==> config.mk <==
export PLATFORM = sky130hd
export DESIGN_NAME = pipe_hazard_ctrl
export DESIGN_NICKNAME = d
export VERILOG_FILES = /design/src/rtl/pipe_pkg.sv /design/src/rtl/hz_scoreboard.sv /design/src/rtl/pipe_hazard_ctrl.sv
export SDC_FILE = /design/constraint.sdc
export NUM_CORES = 1
export LEC_CHECK = 0
export BUFFER_PORTS_ARGS = -buffer_cell sky130_fd_sc_hd__buf_2
export CAP_MARGIN = 20
export CELL_PAD_IN_SITES_DETAIL_PLACEMENT = 1
export CELL_PAD_IN_SITES_GLOBAL_PLACEMENT = 1
export CORE_MARGIN = 5
export CORE_UTILIZATION = 41
export DETAILED_ROUTE_END_ITERATION = 12
export PLACE_DENSITY_LB_ADDON = 0.15
export SLEW_MARGIN = 20
export SYNTH_ARGS = -nofsm -noshare
export SYNTH_HDL_FRONTEND = slang
export SYNTH_HIERARCHICAL = 1
export SYNTH_SLANG_ARGS = --single-unit
==> constraint.sdc <==
create_clock -name clock -period 3.5 [get_ports clock]
set_input_delay 0 -clock clock [delete_from_list [all_inputs] [get_ports clock]]
set_output_delay 0 -clock clock [all_outputs]
set_load 0.1 [all_outputs]
==> src/rtl/pipe_pkg.sv <==
// pipe_pkg: shared hazard-controller state type and constants
package pipe_pkg;
    typedef enum logic [1:0] {RUN = 2'd0, INTERLOCK = 2'd1, FROZEN = 2'd2, FLUSH = 2'd3} hz_state_t;
    localparam logic [4:0] REG_ZERO = 5'd0;
    localparam int MDU_LATENCY_DEF = 8;
endpackage

==> src/rtl/hz_scoreboard.sv <==
// hz_scoreboard: per-register pending bits for outstanding load/MDU results
module hz_scoreboard
    import pipe_pkg::*;
(
    input  logic        clock,
    input  logic        reset_n,
    input  logic        set_en,
    input  logic [4:0]  set_reg,
    input  logic        clr_en,
    input  logic [4:0]  clr_reg,
    input  logic        fl_en,
    input  logic [4:0]  fl_reg,
    output logic [31:0] pending
);
    logic [31:0] sb, sb_next;
    // Writeback and flush clears apply first so a same-cycle set wins; r0 never pends
    always_comb begin
        sb_next = sb;
        if (clr_en) sb_next[clr_reg] = 1'b0;
        if (fl_en) sb_next[fl_reg] = 1'b0;
        if (set_en && set_reg != REG_ZERO) sb_next[set_reg] = 1'b1;
        sb_next[0] = 1'b0;
    end
    // Scoreboard register
    always_ff @(posedge clock) begin
        if (!reset_n) sb <= '0;
        else sb <= sb_next;
    end
    assign pending = sb;
endmodule

==> src/rtl/pipe_hazard_ctrl.sv <==
// pipe_hazard_ctrl: decode-stage stall/bubble/flush control; HAZARD_STATS_EN adds event counters
module pipe_hazard_ctrl
    import pipe_pkg::*;
#(
    parameter int MDU_LATENCY = MDU_LATENCY_DEF
)(
    input  logic        clock,
    input  logic        reset_n,
    input  logic        id_valid,
    input  logic [4:0]  id_rs,
    input  logic [4:0]  id_rt,
    input  logic        id_uses_rs,
    input  logic        id_uses_rt,
    input  logic [4:0]  id_dest,
    input  logic        id_writes,
    input  logic        id_is_load,
    input  logic        id_is_mdu,
    input  logic        ex_stall_c,
    input  logic        mem_stall_c,
    input  logic        EX_MEM_changePC_c,
    input  logic        WB_WEenable,
    input  logic [4:0]  WB_dest,
    output logic        if_stall_c,
    output logic        id_bubble_c,
    output logic        flush_c,
    output logic        mdu_busy,
    output logic [31:0] sb_pending,
    output logic [1:0]  hz_state
`ifdef HAZARD_STATS_EN
    ,
    output logic [31:0] stat_interlock_cycles,
    output logic [31:0] stat_flushes
`endif
);
    logic [3:0] mdu_cnt;
    logic       last_v, last_mdu;
    logic [4:0] last_dest;
    hz_state_t  state, state_next;
    logic       raw_rs, raw_rt, waw, strct, hazard, ext, issue, sb_set;

    // A pending register still forwards when its writeback is presented this cycle
    assign raw_rs = id_uses_rs && id_rs != REG_ZERO && sb_pending[id_rs] && !(WB_WEenable && WB_dest == id_rs);
    assign raw_rt = id_uses_rt && id_rt != REG_ZERO && sb_pending[id_rt] && !(WB_WEenable && WB_dest == id_rt);
    assign waw = id_writes && id_dest != REG_ZERO && sb_pending[id_dest] && !(WB_WEenable && WB_dest == id_dest);
    assign strct = id_is_mdu && mdu_busy;
    assign hazard = id_valid && (raw_rs || raw_rt || waw || strct);
    assign ext = ex_stall_c || mem_stall_c;
    assign flush_c = EX_MEM_changePC_c;
    assign if_stall_c = !flush_c && (ext || hazard);
    assign id_bubble_c = !flush_c && !ext && hazard;
    assign issue = id_valid && !flush_c && !ext && !hazard;
    assign sb_set = issue && id_writes && (id_is_load || id_is_mdu) && id_dest != REG_ZERO;
    assign mdu_busy = mdu_cnt != 4'd0;
    assign hz_state = state;

    hz_scoreboard u_sb (
        .clock   (clock),
        .reset_n (reset_n),
        .set_en  (sb_set),
        .set_reg (id_dest),
        .clr_en  (WB_WEenable),
        .clr_reg (WB_dest),
        .fl_en   (flush_c && last_v),
        .fl_reg  (last_dest),
        .pending (sb_pending)
    );

    // MDU occupancy: reload on issue, abandon a just-issued op on flush, else count down
    always_ff @(posedge clock) begin
        if (!reset_n) mdu_cnt <= '0;
        else if (issue && id_is_mdu) mdu_cnt <= 4'(MDU_LATENCY - 1);
        else if (flush_c && last_v && last_mdu) mdu_cnt <= '0;
        else if (mdu_busy) mdu_cnt <= mdu_cnt - 4'd1;
    end

    // Remember the previous cycle's scoreboard-setting issue so a flush can undo it
    always_ff @(posedge clock) begin
        if (!reset_n) begin
            last_v    <= 1'b0;
            last_dest <= REG_ZERO;
            last_mdu  <= 1'b0;
        end else begin
            last_v    <= sb_set;
            last_dest <= id_dest;
            last_mdu  <= id_is_mdu;
        end
    end

    // Next state chosen purely from this cycle's conditions, highest priority first
    always_comb begin
        state_next = RUN;
        state_next = flush_c ? FLUSH : ext ? FROZEN : hazard ? INTERLOCK : RUN;
    end

    // State register
    always_ff @(posedge clock) begin
        if (!reset_n) state <= RUN;
        else state <= state_next;
    end

`ifdef HAZARD_STATS_EN
    // Saturating event counters
    always_ff @(posedge clock) begin
        if (!reset_n) begin
            stat_interlock_cycles <= '0;
            stat_flushes          <= '0;
        end else begin
            if (state_next == INTERLOCK && stat_interlock_cycles != 32'hFFFF_FFFF)
                stat_interlock_cycles <= stat_interlock_cycles + 32'd1;
            if (flush_c && stat_flushes != 32'hFFFF_FFFF)
                stat_flushes <= stat_flushes + 32'd1;
        end
    end
`endif
endmodule

# Word level (Yosys, flattened, before mapping)

Index checks and enable logic that the tools add are counted.

Register bits after elaboration: 45
Bits of input ports: 32
Output and inout bits: 38

Add/sub/neg operators: 1
Order comparisons: 8
Equality and inequality tests: 3
Multiplexer cells: 21
Bitwise operators: 6
Reductions and logical operators: 48

Operators with widths:

| kind                  | number |
|---|---|
| $mux W32              | 3 |
| $and A32 B32 Y32      | 2 |
| $not A32 Y32          | 2 |
| $or A32 B32 Y32       | 1 |
| $logic_and A1 B1 Y1   | 30 |
| $lt A5 B6 Y1 const B  | 5 |
| $bmux W1 S5           | 3 |
| $demux W1 S5          | 3 |
| $eq A5 B5 Y1          | 3 |
| $ge A5 B1 Y1 const B  | 3 |
| $reduce_bool A5 Y1    | 3 |
| $mux W3               | 3 |
| $mux W1               | 7 |
| $logic_not A1 Y1      | 6 |
| $logic_or A1 B1 Y1    | 6 |
| $mux W2               | 2 |
| $reduce_bool A4 Y1    | 1 |
| $sub A4 B1 Y4 const B | 1 |
| $reduce_bool A3 Y1    | 1 |
| $reduce_or A3 Y1      | 1 |
| $not A1 Y1            | 1 |

# Longest topological paths before layout

Gate-level depths: netlist of run 1.

Depth in word-level cells: 15
Depth in mapped cells: 12
Gate-level depth less buffers: 11

# By module

Netlist of run 1, hierarchy kept.

By module, submodules not included:

| module           | instances | cells each | area each (sq um) |
|---|---|---|---|
| pipe_hazard_ctrl | 1         | 176        | 1664.1 |
| hz_scoreboard    | 1         | 177        | 1468.9 |

# Worst setup path after synthesis of run 1

No wires, ideal clock.

Path kind: register to output
Start point: reg u_sb.sb[21], in the netlist u_sb/pending[21]
End point: out id_bubble_c
Data arrival time: 3.511 ns
Required time: 3.500 ns
Setup slack: -0.011 ns
Stages on the path, launching flop included: 7
Path buffers: 0
Cells stage by stage: dfxtp_1 > nor2b_1 > a2111oi_0 > a311oi_1 > a311oi_2 > o31a_1 > a21oi_1

Longest elaborated chain between the ends: 9
Elaborated cells on any way between the ends: 17

RTL lines:

| item                                                       | line                                           | text |
|---|---|---|
| start, declared                                            | hz_scoreboard.sv:15                            | `logic [31:0] sb, sb_next;` |
| start signal, assigned                                     | hz_scoreboard.sv:27                            | `else sb <= sb_next;` |
| $bmux W1 S5, on equally long branches                      | pipe_hazard_ctrl.sv:42, pipe_hazard_ctrl.sv:43 |  |
| $mux W1, on equally long branches                          | pipe_hazard_ctrl.sv:42, pipe_hazard_ctrl.sv:43 |  |
| $logic_and A1 B1 Y1, on equally long branches (2 in a row) | pipe_hazard_ctrl.sv:42, pipe_hazard_ctrl.sv:43 |  |
| $logic_or A1 B1 Y1                                         | pipe_hazard_ctrl.sv:46                         | `assign hazard = id_valid && (raw_rs \|\| raw_rt \|\| waw \|\| strct);` |
| $logic_or A1 B1 Y1 * (2 in a row)                          | pipe_hazard_ctrl.sv:46                         |  |
| $logic_and A1 B1 Y1 *                                      | pipe_hazard_ctrl.sv:46                         |  |
| $logic_and A1 B1 Y1 *                                      | pipe_hazard_ctrl.sv:50                         | `assign id_bubble_c = !flush_c && !ext && hazard;` |
| end, declared                                              | pipe_hazard_ctrl.sv:24                         | `output logic id_bubble_c,` |

Every way passes the cells marked *; elsewhere a longest branch is shown, timed or not. The select of a mux whose other input is x is not followed.

# Worst setup path after layout of run 1

Start point: reg mdu_cnt[0]
End point: reg u_sb.sb[12], in the netlist u_sb/pending[12]

Longest elaborated chain between the ends: 11

RTL lines:

| item                             | line                   | text |
|---|---|---|
| start, declared                  | pipe_hazard_ctrl.sv:35 | `logic [3:0] mdu_cnt;` |
| start signal, assigned           | pipe_hazard_ctrl.sv:71 | `else if (issue && id_is_mdu) mdu_cnt <= 4'(MDU_LATENCY - 1);` |
| start signal, assigned           | pipe_hazard_ctrl.sv:73 | `else if (mdu_busy) mdu_cnt <= mdu_cnt - 4'd1;` |
| $reduce_bool A4 Y1               | pipe_hazard_ctrl.sv:53 | `assign mdu_busy = mdu_cnt != 4'd0;` |
| $logic_and A1 B1 Y1              | pipe_hazard_ctrl.sv:45 | `assign strct = id_is_mdu && mdu_busy;` |
| $logic_or A1 B1 Y1               | pipe_hazard_ctrl.sv:46 |  |
| $logic_and A1 B1 Y1              | pipe_hazard_ctrl.sv:46 |  |
| $logic_not A1 Y1                 | pipe_hazard_ctrl.sv:51 | `assign issue = id_valid && !flush_c && !ext && !hazard;` |
| $logic_and A1 B1 Y1              | pipe_hazard_ctrl.sv:51 |  |
| $logic_and A1 B1 Y1 (3 in a row) | pipe_hazard_ctrl.sv:52 | `assign sb_set = issue && id_writes && (id_is_load \|\| id_is_mdu) && id_dest != REG_ZERO;` |
| via sb_set                       | pipe_hazard_ctrl.sv:39 | `logic raw_rs, raw_rt, waw, strct, hazard, ext, issue, sb_set;` |
| $logic_and A1 B1 Y1              | hz_scoreboard.sv:21    | `if (set_en && set_reg != REG_ZERO) sb_next[set_reg] = 1'b1;` |
| $mux W32                         | hz_scoreboard.sv:21    |  |

The timed path passes the listed nets, and every way through them passes these cells.
A chain may end at the register's enable or synchronous reset.

==> results of run 1 <==
timing repair:
| action | in CTS | in global routing |
|---|---|---|
| hold endpoints to repair | 1 | 0 |
| gates resized for setup | 0 | 1 |
| endpoints found under the setup margin | 0 | 1 |
| hold buffers | 1 | 0 |
cell usage after synthesis, types with 4 or more instances:
master / number / area, sq um
nor2_1: 9 / 33.8
nor2b_1: 5 / 31.3
nand4bb_1: 6 / 67.6
nand3b_1: 6 / 45.0
nand4b_1: 7 / 61.3
inv_1: 5 / 18.8
buf_1: 5 / 18.8
dfxtp_1: 44 / 881
mux2i_1: 13 / 130
o31ai_1: 4 / 30.0
and2_1: 7 / 43.8
o211ai_1: 4 / 30.0
buf_2: 9 / 45.0
nor3_1: 4 / 20.0
xnor2_1: 8 / 70.1
o22ai_1: 64 / 400
nand3_1: 10 / 50.1
nand2b_1: 4 / 25.0
nand4_1: 4 / 25.0
a21oi_1: 4 / 20.0
nand2_1: 51 / 191
mux4_2: 15 / 338
clkbuf_1: 8 / 30.0
xor2_1: 10 / 87.6
per-stage QoR:
stage / cells / utilization / worst slack (ns)
after floorplan: 353 / - / 0.499
after global placement: 495 / 0.474 / 0.539
after detailed placement: 495 / 0.474 / 0.336
after CTS: 504 / 0.487 / 0.328
after global routing: 504 / 0.488 / 0.178
final: 504 / 0.488 / 0.379
sequential cells by signal (all words and copies together), names as in the netlist:
name and flops:
mdu_cnt 4, last_v 1, hz_state 2, last_dest 5, last_mdu 1, u_sb/pending 31
power groups by stage:
stage	clock network, mW	registers [mW]	logic [mW]
finish	0.318	0.542	0.414
global route	0.351	0.543	0.444
CTS	0.330	0.542	0.413
detailed placement	0	0.553	0.410
global placement	0	0.550	0.401
floorplan	0	0.562	0.303
cells by family (layout without fill, tap and decap cells):
kind of cell | after synthesis | after routing | synth area share
xor+xnor | 18 | 18 | 0.0503
simple gates | 130 | 130 | 0.233
buf+inv | 31 | 83 | 0.0479
fa+ha+maj | 1 | 1 | 0.00399
compound gates | 94 | 94 | 0.202
flops | 44 | 44 | 0.281
other cells | 1 | 1 | 0.00120
mux | 34 | 34 | 0.181
metal layers:
layer  up-vias  wire (microns)  track usage
li1       1479               -            -
met1      1621            5150        0.322
met2       112            5420        0.383
met3        18             785       0.0510
met4         0             296       0.0852
met5         -               0            0
worst paths after layout:
| path | slack (ns) | end |
|---|---|---|
| hold / removal | 0.02 | hz_state[0]$_SDFF_PN0_ |
| setup / recovery | 0.38 | u_sb/pending[12]$_SDFF_PN0_ |
| setup reg to reg | 0.38 | u_sb/pending[12]$_SDFF_PN0_ |
| hold reg to reg | 0.55 | u_sb/pending[17]$_SDFF_PN0_ |
cell type report:
cell class | count | share of cell area
tap | 99 | 0.0346
inverter | 5 | 0.00525
timing repair buffer | 70 | 0.100
multi-input combinational | 278 | 0.590
sequential | 44 | 0.246
clock inverter | 1 | 0.00245
clock buffer | 7 | 0.0213
worst max-delay path: cells and delay by family (launching register included):
| family | cells | cell delay [ns] |
|---|---|---|
| AOI/OAI and AO/OA | 3 | 0.72 |
| DFF | 1 | 0.33 |
| and+or+nand+nor | 5 | 1.71 |
| buffers and inverters | 1 | 0.11 |
| adders and majority gates | 1 | 0.18 |
==> impl_metrics.json, run 1 <==
{
  "swShare": 0.374,
  "drtIter0Drc": 186,
  "fmax_ghz": 0.320,
  "p_sw_uw": 477,
  "worst_path_largest_cell_delay_ns": 0.49,
  "period_share": 0.892,
  "synth-seq-cells": 44,
  "p_per_area_nw_per_um2": 356,
  "hold_path.class": "in2reg",
  "io_buffer_count": 68,
  "htree_levels": 2,
  "multi_input_area_sq_um": 2110,
  "outcome": "finished clean",
  "final_area_sq_um": 3580,
  "place.gp.congestion": 0.845,
  "drc": 0,
  "overflow": 0,
  "endpoint_kind": "flip-flop",
  "postRouteAntennaNets": 0,
  "cts_root_buffer": "clkbuf_8",
  "clkLatencyLatePin_ns": 0.29,
  "place_area_sq_um": 3480,
  "vdd_drop_max_v": 0.000201,
  "cts_made_buffers": 5,
  "r2r-start": "mdu_cnt[0]$_SDFFE_PN0P_",
  "hold_path.startpoint": "id_valid",
  "synth_warnings": 6,
  "finalWirelength_microns": 11700,
  "num_rows": 31,
  "wl_per_cell_microns": 23.1,
  "finalCriticalPeriod_ns": 3.12,
  "regArea_sq_um": 881,
  "grt_pass1_wl_microns": 18300,
  "grt_pass1_vias": 3280,
  "setup_tns_ns": 0,
  "core_area_sq_um": 7330,
  "seq_power_share": 0.425,
  "grt_max_degree": 45,
  "drt_pass1_iterations": 5,
  "grtUsageTotal": 0.241,
  "fp.dieW_microns": 97.4,
  "synth.distinct_cells": 55,
  "setup_viol": 0,
  "grt_setup_unrepaired": "false",
  "postCtsSetupRepairBufs": 0,
  "vias": 3230,
  "p_leak_nw": 1.34,
  "cts.sinks": 44,
  "fill_cells": 907,
  "synthCells": 353,
  "power_frac_comb": 0.325,
  "nNetsFinal": 437,
  "slew_headroom": 0.484,
  "cts_buffer_depth": 2,
  "finalHoldWorstSlack_ns": 0.0162,
  "tightestPinTransition_ns": 0.774,
  "crit_path_top_delay_cell": "or3b_1",
  "cts_tree": "done",
  "path_cells": "inv_1 -> ha_1 -> or3b_1 -> a2111oi_0 -> and3_1 -> o31ai_2 -> nor3_2 -> nor2b_1 -> nand3_1 -> o22ai_1",
  "drv_cap": 0,
  "synthFlopType": "dfxtp_1",
  "cp-start-kind": "flip-flop",
  "die-area_sq_um": 9490,
  "syn_nets": 386,
  "cellInternalPower_uw": 798,
  "io_pins": 70,
  "crit_type": "reg2reg",
  "antenna_found_initial": 0,
  "area_growth_pct": 14.2,
  "final_cell_mix": "buf_2, o22ai_1, nand2_1",
  "synth_area_sq_um": 3130,
  "cp-startpoint": "mdu_cnt[0]$_SDFFE_PN0P_",
  "whs_path_depth": 3,
  "synth_edf_count": 0,
  "syn_area_per_cell_sq_um": 8.88,
  "die_h_microns": 97.4,
  "initial_core_util": 0.427,
  "clkTransAtPathRegs_ns": 0.09,
  "final_hold_viol_count": 0,
  "drive_gt1_frac": 0.252,
  "rr_worst_depth": 10,
  "n_antenna_cell": 0,
  "cp_data_required_time_ns": 3.73,
  "timing.clock.skew_ns": 0.00929,
  "async_flop_share": 0,
  "synth_seq_area_share": 0.281,
  "via_per_inst": 6.41,
  "cp.arrival_ns": 3.35,
  "crit_fanout": 9,
  "layout_commonest_cell": "buf_2",
  "hpwl_microns": 8660,
  "power.share.clock": 0.250,
  "power_mw": 1.27,
  "finalMaxSlewViolations": 0
}
Power figures use the tool's default switching activity.
==> inputs of run 2 (changes only) <==
--- a/config.mk
+++ b/config.mk
@@ -9,7 +9,6 @@
 export CAP_MARGIN = 20
 export CELL_PAD_IN_SITES_DETAIL_PLACEMENT = 1
 export CELL_PAD_IN_SITES_GLOBAL_PLACEMENT = 1
-export CORE_MARGIN = 5
 export CORE_UTILIZATION = 41
 export DETAILED_ROUTE_END_ITERATION = 12
 export PLACE_DENSITY_LB_ADDON = 0.15
==> run 2 against run 1 <==
Against the previous run: clock-buffer cell count is 1 lower; largest cell class unchanged; power shrank 1.1%; clock power is 3% lower; sequential power about the same; largest power group unchanged; final cell count decreased by 0.20%.
==> impl_metrics.json, run 2 (same netlist as run 1, synthesis figures left out) <==
{
  "outcome": "finished clean",
  "core_area_sq_um": 7330,
  "setup_viol": 0,
  "die_h_microns": 89.4,
  "largest_register_ffs": 31,
  "num_rows": 31,
  "vdd_drop_max_v": 0.000143,
  "tightestPinTransition_ns": 0.768,
  "hold_path.class": "in2reg",
  "finalCriticalPeriod_ns": 3.26,
  "period_share": 0.932,
  "final_hold_viol_count": 0,
  "cts_tree": "done",
  "crit_fanout": 9,
  "regArea_sq_um": 881,
  "nNetsFinal": 437,
  "io_pins": 70,
  "drt_pass1_iterations": 4,
  "final_cell_mix": "buf_2, o22ai_1, nand2_1",
  "dp_cells": 495,
  "grt_setup_unrepaired": "false",
  "overflow": 0,
  "drtIter0Drc": 155,
  "hpwl_microns": 8380,
  "fin_util": 0.486,
  "cp_data_required_time_ns": 3.72,
  "fill_cells": 877,
  "layout_commonest_cell": "buf_2",
  "cp-start-kind": "flip-flop",
  "timing.clock.skew_ns": 0.00721,
  "endpoint_kind": "flip-flop",
  "cts_made_buffers": 5,
  "initial_core_util": 0.427,
  "area_growth_pct": 13.8,
  "vias": 3200,
  "drc": 0,
  "p_leak_nw": 1.34,
  "ctsResizeCount": 0,
  "n_antenna_cell": 0,
  "grt_pass1_vias": 3046,
  "cp.arrival_ns": 3.49,
  "finalWirelength_microns": 11200,
  "via_per_inst": 6.36,
  "cts_root_buffer": "clkbuf_8",
  "p_per_area_nw_per_um2": 353,
  "final_cells": 503,
  "grtUsageTotal": 0.289,
  "final_area_sq_um": 3560,
  "drv_cap": 0,
  "antenna_found_initial": 0,
  "slew_headroom": 0.488,
  "htree_levels": 2,
  "grt_max_degree": 45,
  "power_mw": 1.26,
  "drive_gt1_frac": 0.250,
  "crit_type": "reg2reg",
  "fmax_ghz": 0.306,
  "clkTransAtPathRegs_ns": 0.08,
  "postRouteAntennaNets": 0,
  "clkLatencyLatePin_ns": 0.30,
  "ctsHoldBuffers": 1,
  "wl_per_cell_microns": 22.3,
  "finalMaxSlewViolations": 0,
  "cts.sinks": 44,
  "place_area_sq_um": 3480,
  "grt_pass1_wl_microns": 16900,
  "postCtsSetupRepairBufs": 0,
  "setup_tns_ns": 0,
  "place.gp.congestion": 0.842,
  "multi_input_area_sq_um": 2110,
  "die-area_sq_um": 8000,
  "io_buffer_count": 68,
  "cts_buffer_depth": 2,
  "fp.dieW_microns": 89.4
}
-- run 2: path summary, 6_finish.rpt --
kind                            endpoint                        start  slack, ns  cells after the start
max          u_sb/pending[14]$_SDFF_PN0_      mdu_cnt[0]$_SDFFE_PN0P_       0.24                     10
min               hz_state[0]$_SDFF_PN0_                     id_valid      0.008                      3
max reg2reg  u_sb/pending[14]$_SDFF_PN0_      mdu_cnt[0]$_SDFFE_PN0P_       0.24                     10
min reg2reg  u_sb/pending[18]$_SDFF_PN0_  u_sb/pending[18]$_SDFF_PN0_       0.54                      2
-- run 2: routing by layer --
metal / share of wire / track usage / vias up / wire, microns
met3: 0.062 / 0.0397 / 23 / 698
li1: - / - / 1482 / -
met1: 0.45 / 0.393 / 1549 / 5010
met5: 0 / 0 / - / 0
met4: 0.022 / 0.0895 / 0 / 250
met2: 0.47 / 0.477 / 146 / 5270
-- run 2: area by class of cell --
type                            count  area share
Inverter                            5     0.00527
Tap cell                           99      0.0347
Multi-Input combinational cell    278       0.591
Timing Repair Buffer               70       0.100
Clock buffer                        6      0.0204
Clock inverter                      1     0.00140
Sequential cell                    44       0.247
-- run 2: per-stage QoR --
stage	hold slack [ns]	worst slack, ns
CTS	0.00186	0.290
finish	0.00850	0.236
floorplan	0.115	0.499
global route	0.0121	0.0270
global placement	0.286	0.533
detailed placement	0.291	0.325
-- run 2: critical path, stage by stage, from the launching register on --
cell and delay, ns:
dfxtp_1 0.32, inv_1 0.09, ha_1 0.18, or3b_1 0.49, a2111oi_0 0.41, and3_1 0.26
o31ai_2 0.09, nor3_1 0.46, nor2b_1 0.46, nand3_1 0.23, o22ai_1 0.20
-- run 2: power by group --
| part | leakage (nW) | switching, mW | internal, mW | total (mW) |
|---|---|---|---|---|
| clock | 0.0410 | 0.173 | 0.136 | 0.309 |
| combinational | 0.940 | 0.279 | 0.131 | 0.410 |
| sequential | 0.358 | 0.0171 | 0.523 | 0.541 |
==> inputs of run 3 (changes only) <==
--- a/config.mk
+++ b/config.mk
@@ -7,11 +7,10 @@
 export LEC_CHECK = 0
 export BUFFER_PORTS_ARGS = -buffer_cell sky130_fd_sc_hd__buf_2
 export CAP_MARGIN = 20
-export CELL_PAD_IN_SITES_DETAIL_PLACEMENT = 1
-export CELL_PAD_IN_SITES_GLOBAL_PLACEMENT = 1
-export CORE_UTILIZATION = 41
+export CORE_UTILIZATION = 55
 export DETAILED_ROUTE_END_ITERATION = 12
 export PLACE_DENSITY_LB_ADDON = 0.15
+export SKIP_LAST_GASP = 1
 export SLEW_MARGIN = 20
 export SYNTH_ARGS = -nofsm -noshare
 export SYNTH_HDL_FRONTEND = slang
==> run 3 against run 2 <==
Against the previous run: utilization up 16 points; critical path type unchanged; worst setup slack better by 0.11 ns; critical endpoint unchanged; power is 1.5% higher; final cell count decreased by 5.0%; largest power group unchanged; fmax up 3.4%; critical path depth up 1; via count increased by 3.5%; largest cell class unchanged; die area down 25%; clock skew grew 0.0026 ns; register-to-register slack improved by 0.11 ns.
==> impl_metrics.json, run 3 (same netlist as run 1, synthesis figures left out) <==
{
  "final_cells": 478,
  "grt_pass1_vias": 2894,
  "setup_viol": 0,
  "final_area_sq_um": 3560,
  "via_per_inst": 6.93,
  "place_ws_ns": 0.521,
  "n_antenna_cell": 0,
  "rr_worst_depth": 11,
  "p_per_area_nw_per_um2": 359,
  "cp.arrival_ns": 3.37,
  "setup_tns_ns": 0,
  "swShare": 0.366,
  "drc": 0,
  "power_mw": 1.28,
  "largest_register_ffs": 31,
  "grt_setup_unrepaired": "false",
  "tightestPinTransition_ns": 0.716,
  "place_area_sq_um": 3440,
  "cellInternalPower_uw": 811,
  "period_share": 0.902,
  "slew_headroom": 0.523,
  "worst_path_largest_cell_delay_ns": 0.49,
  "clkLatencyLatePin_ns": 0.29,
  "fmax_ghz": 0.317,
  "power.share.clock": 0.263,
  "grtUsageTotal": 0.326,
  "num_rows": 27,
  "path_cells": "inv_1 -> ha_1 -> or3b_1 -> a2111oi_0 -> and3_1 -> o31ai_2 -> nor3_1 -> buf_4 -> nor2b_1 -> nand3_1 -> o22ai_1",
  "finalCriticalPeriod_ns": 3.16,
  "final_hold_viol_count": 0,
  "final_cell_mix": "buf_2, o22ai_1, nand2_1",
  "dp_cells": 468,
  "cts_buffer_depth": 2,
  "cp-start-kind": "flip-flop",
  "initial_core_util": 0.569,
  "p_leak_nw": 1.35,
  "wl_per_cell_microns": 20.4,
  "timing.clock.skew_ns": 0.00977,
  "cts.sinks": 44,
  "cts_made_buffers": 5,
  "io_buffer_count": 68,
  "place.gp.congestion": 0.938,
  "layout_commonest_cell": "buf_2",
  "setup_ws_ns": 0.344,
  "antenna_found_initial": 0,
  "fill_cells": 490,
  "drt_pass1_iterations": 5,
  "crit_type": "reg2reg",
  "vdd_drop_max_v": 0.000506,
  "hpwl_microns": 7130,
  "io_pins": 70,
  "grt_max_degree": 45,
  "crit_path_top_delay_cell": "or3b_1",
  "die-area_sq_um": 6000,
  "cts_tree": "done",
  "cts_root_buffer": "clkbuf_8",
  "overflow": 0,
  "drv_cap": 0,
  "postCtsSetupRepairBufs": 0,
  "drtIter0Drc": 346,
  "clkTransAtPathRegs_ns": 0.09,
  "finalHoldWorstSlack_ns": 0.0269,
  "drive_gt1_frac": 0.254,
  "seq_power_share": 0.422,
  "cp_data_required_time_ns": 3.72,
  "fp.dieW_microns": 77.5,
  "whs_path_depth": 2,
  "crit_fanout": 9,
  "postRouteAntennaNets": 0,
  "die_h_microns": 77.5,
  "core_area_sq_um": 5510,
  "critPathTopFamily": "simple AND/OR/NAND/NOR gates",
  "htree_levels": 2,
  "area_growth_pct": 13.7,
  "vias": 3312,
  "outcome": "finished clean",
  "hold_path.class": "in2reg",
  "p_sw_uw": 468,
  "crit_buf_inv": 2,
  "finalWirelength_microns": 9760,
  "grt_pass1_wl_microns": 15200,
  "fin_util": 0.647,
  "finalMaxSlewViolations": 0,
  "nNetsFinal": 438,
  "endpoint_kind": "flip-flop",
  "worst-path-stages": 11,
  "power_frac_comb": 0.315
}
run 3: cell count changes in the layout (fill, tap and decap cells not counted):
| cell | previous run | this run |
|---|---|---|
| clkbuf_1 | 1 | 0 |
| clkbuf_8 | 5 | 6 |
| clkinv_2 | 1 | 0 |
| clkinvlp_4 | 0 | 2 |
| dlygate4sd3_1 | 1 | 2 |
run 3: layer usage:
metal  GRT usage  vias to the layer above  part of all wire
li1            -                     1482                 -
met1       0.462                     1570              0.40
met2       0.497                      236              0.45
met3      0.0576                       24              0.12
met4       0.113                        0             0.027
met5           0                        -                 0
run 3: repair_timing:
action,in CTS,in global routing
resized for setup,0,0
hold buffers,2,0
hold endpoints to repair,1,0
run 3: worst reg2reg max path: cells and delay by family (launching register included):
kind	cells	cell delay (ns)
AND/OR/NAND/NOR	5	1.52
flip-flops	1	0.32
adder cells (fa/ha/maj)	1	0.18
AO/OA/AOI/OAI	3	0.80
buffers and inverters	2	0.26
run 3: layout make-up:
cell class	instances	area (sq um)	area share
multi-input combinational	278	2110	0.591
clock buffer	6	82.6	0.0232
timing repair buffer	71	368	0.103
clock inverter	2	15.0	0.00422
tap	72	90.1	0.0253
sequential	44	881	0.247
inverter	5	18.8	0.00527
run 3: path summary, 6_finish.rpt:
check	to	startpoint	slack (ns)
max reg2reg	u_sb/pending[14]$_SDFF_PN0_	mdu_cnt[0]$_SDFFE_PN0P_	0.34
min reg2reg	u_sb/pending[19]$_SDFF_PN0_	u_sb/pending[19]$_SDFF_PN0_	0.54
min	last_mdu$_SDFF_PN0_	id_is_mdu	0.03
max	u_sb/pending[14]$_SDFF_PN0_	mdu_cnt[0]$_SDFFE_PN0P_	0.34
run 3: power groups by stage:
stage | registers [mW] | clock network [mW] | logic (mW)
after floorplan | 0.562 | 0 | 0.303
after global placement | 0.550 | 0 | 0.387
after detailed placement | 0.551 | 0 | 0.395
after CTS | 0.540 | 0.346 | 0.400
after global routing | 0.543 | 0.363 | 0.436
final | 0.540 | 0.337 | 0.403
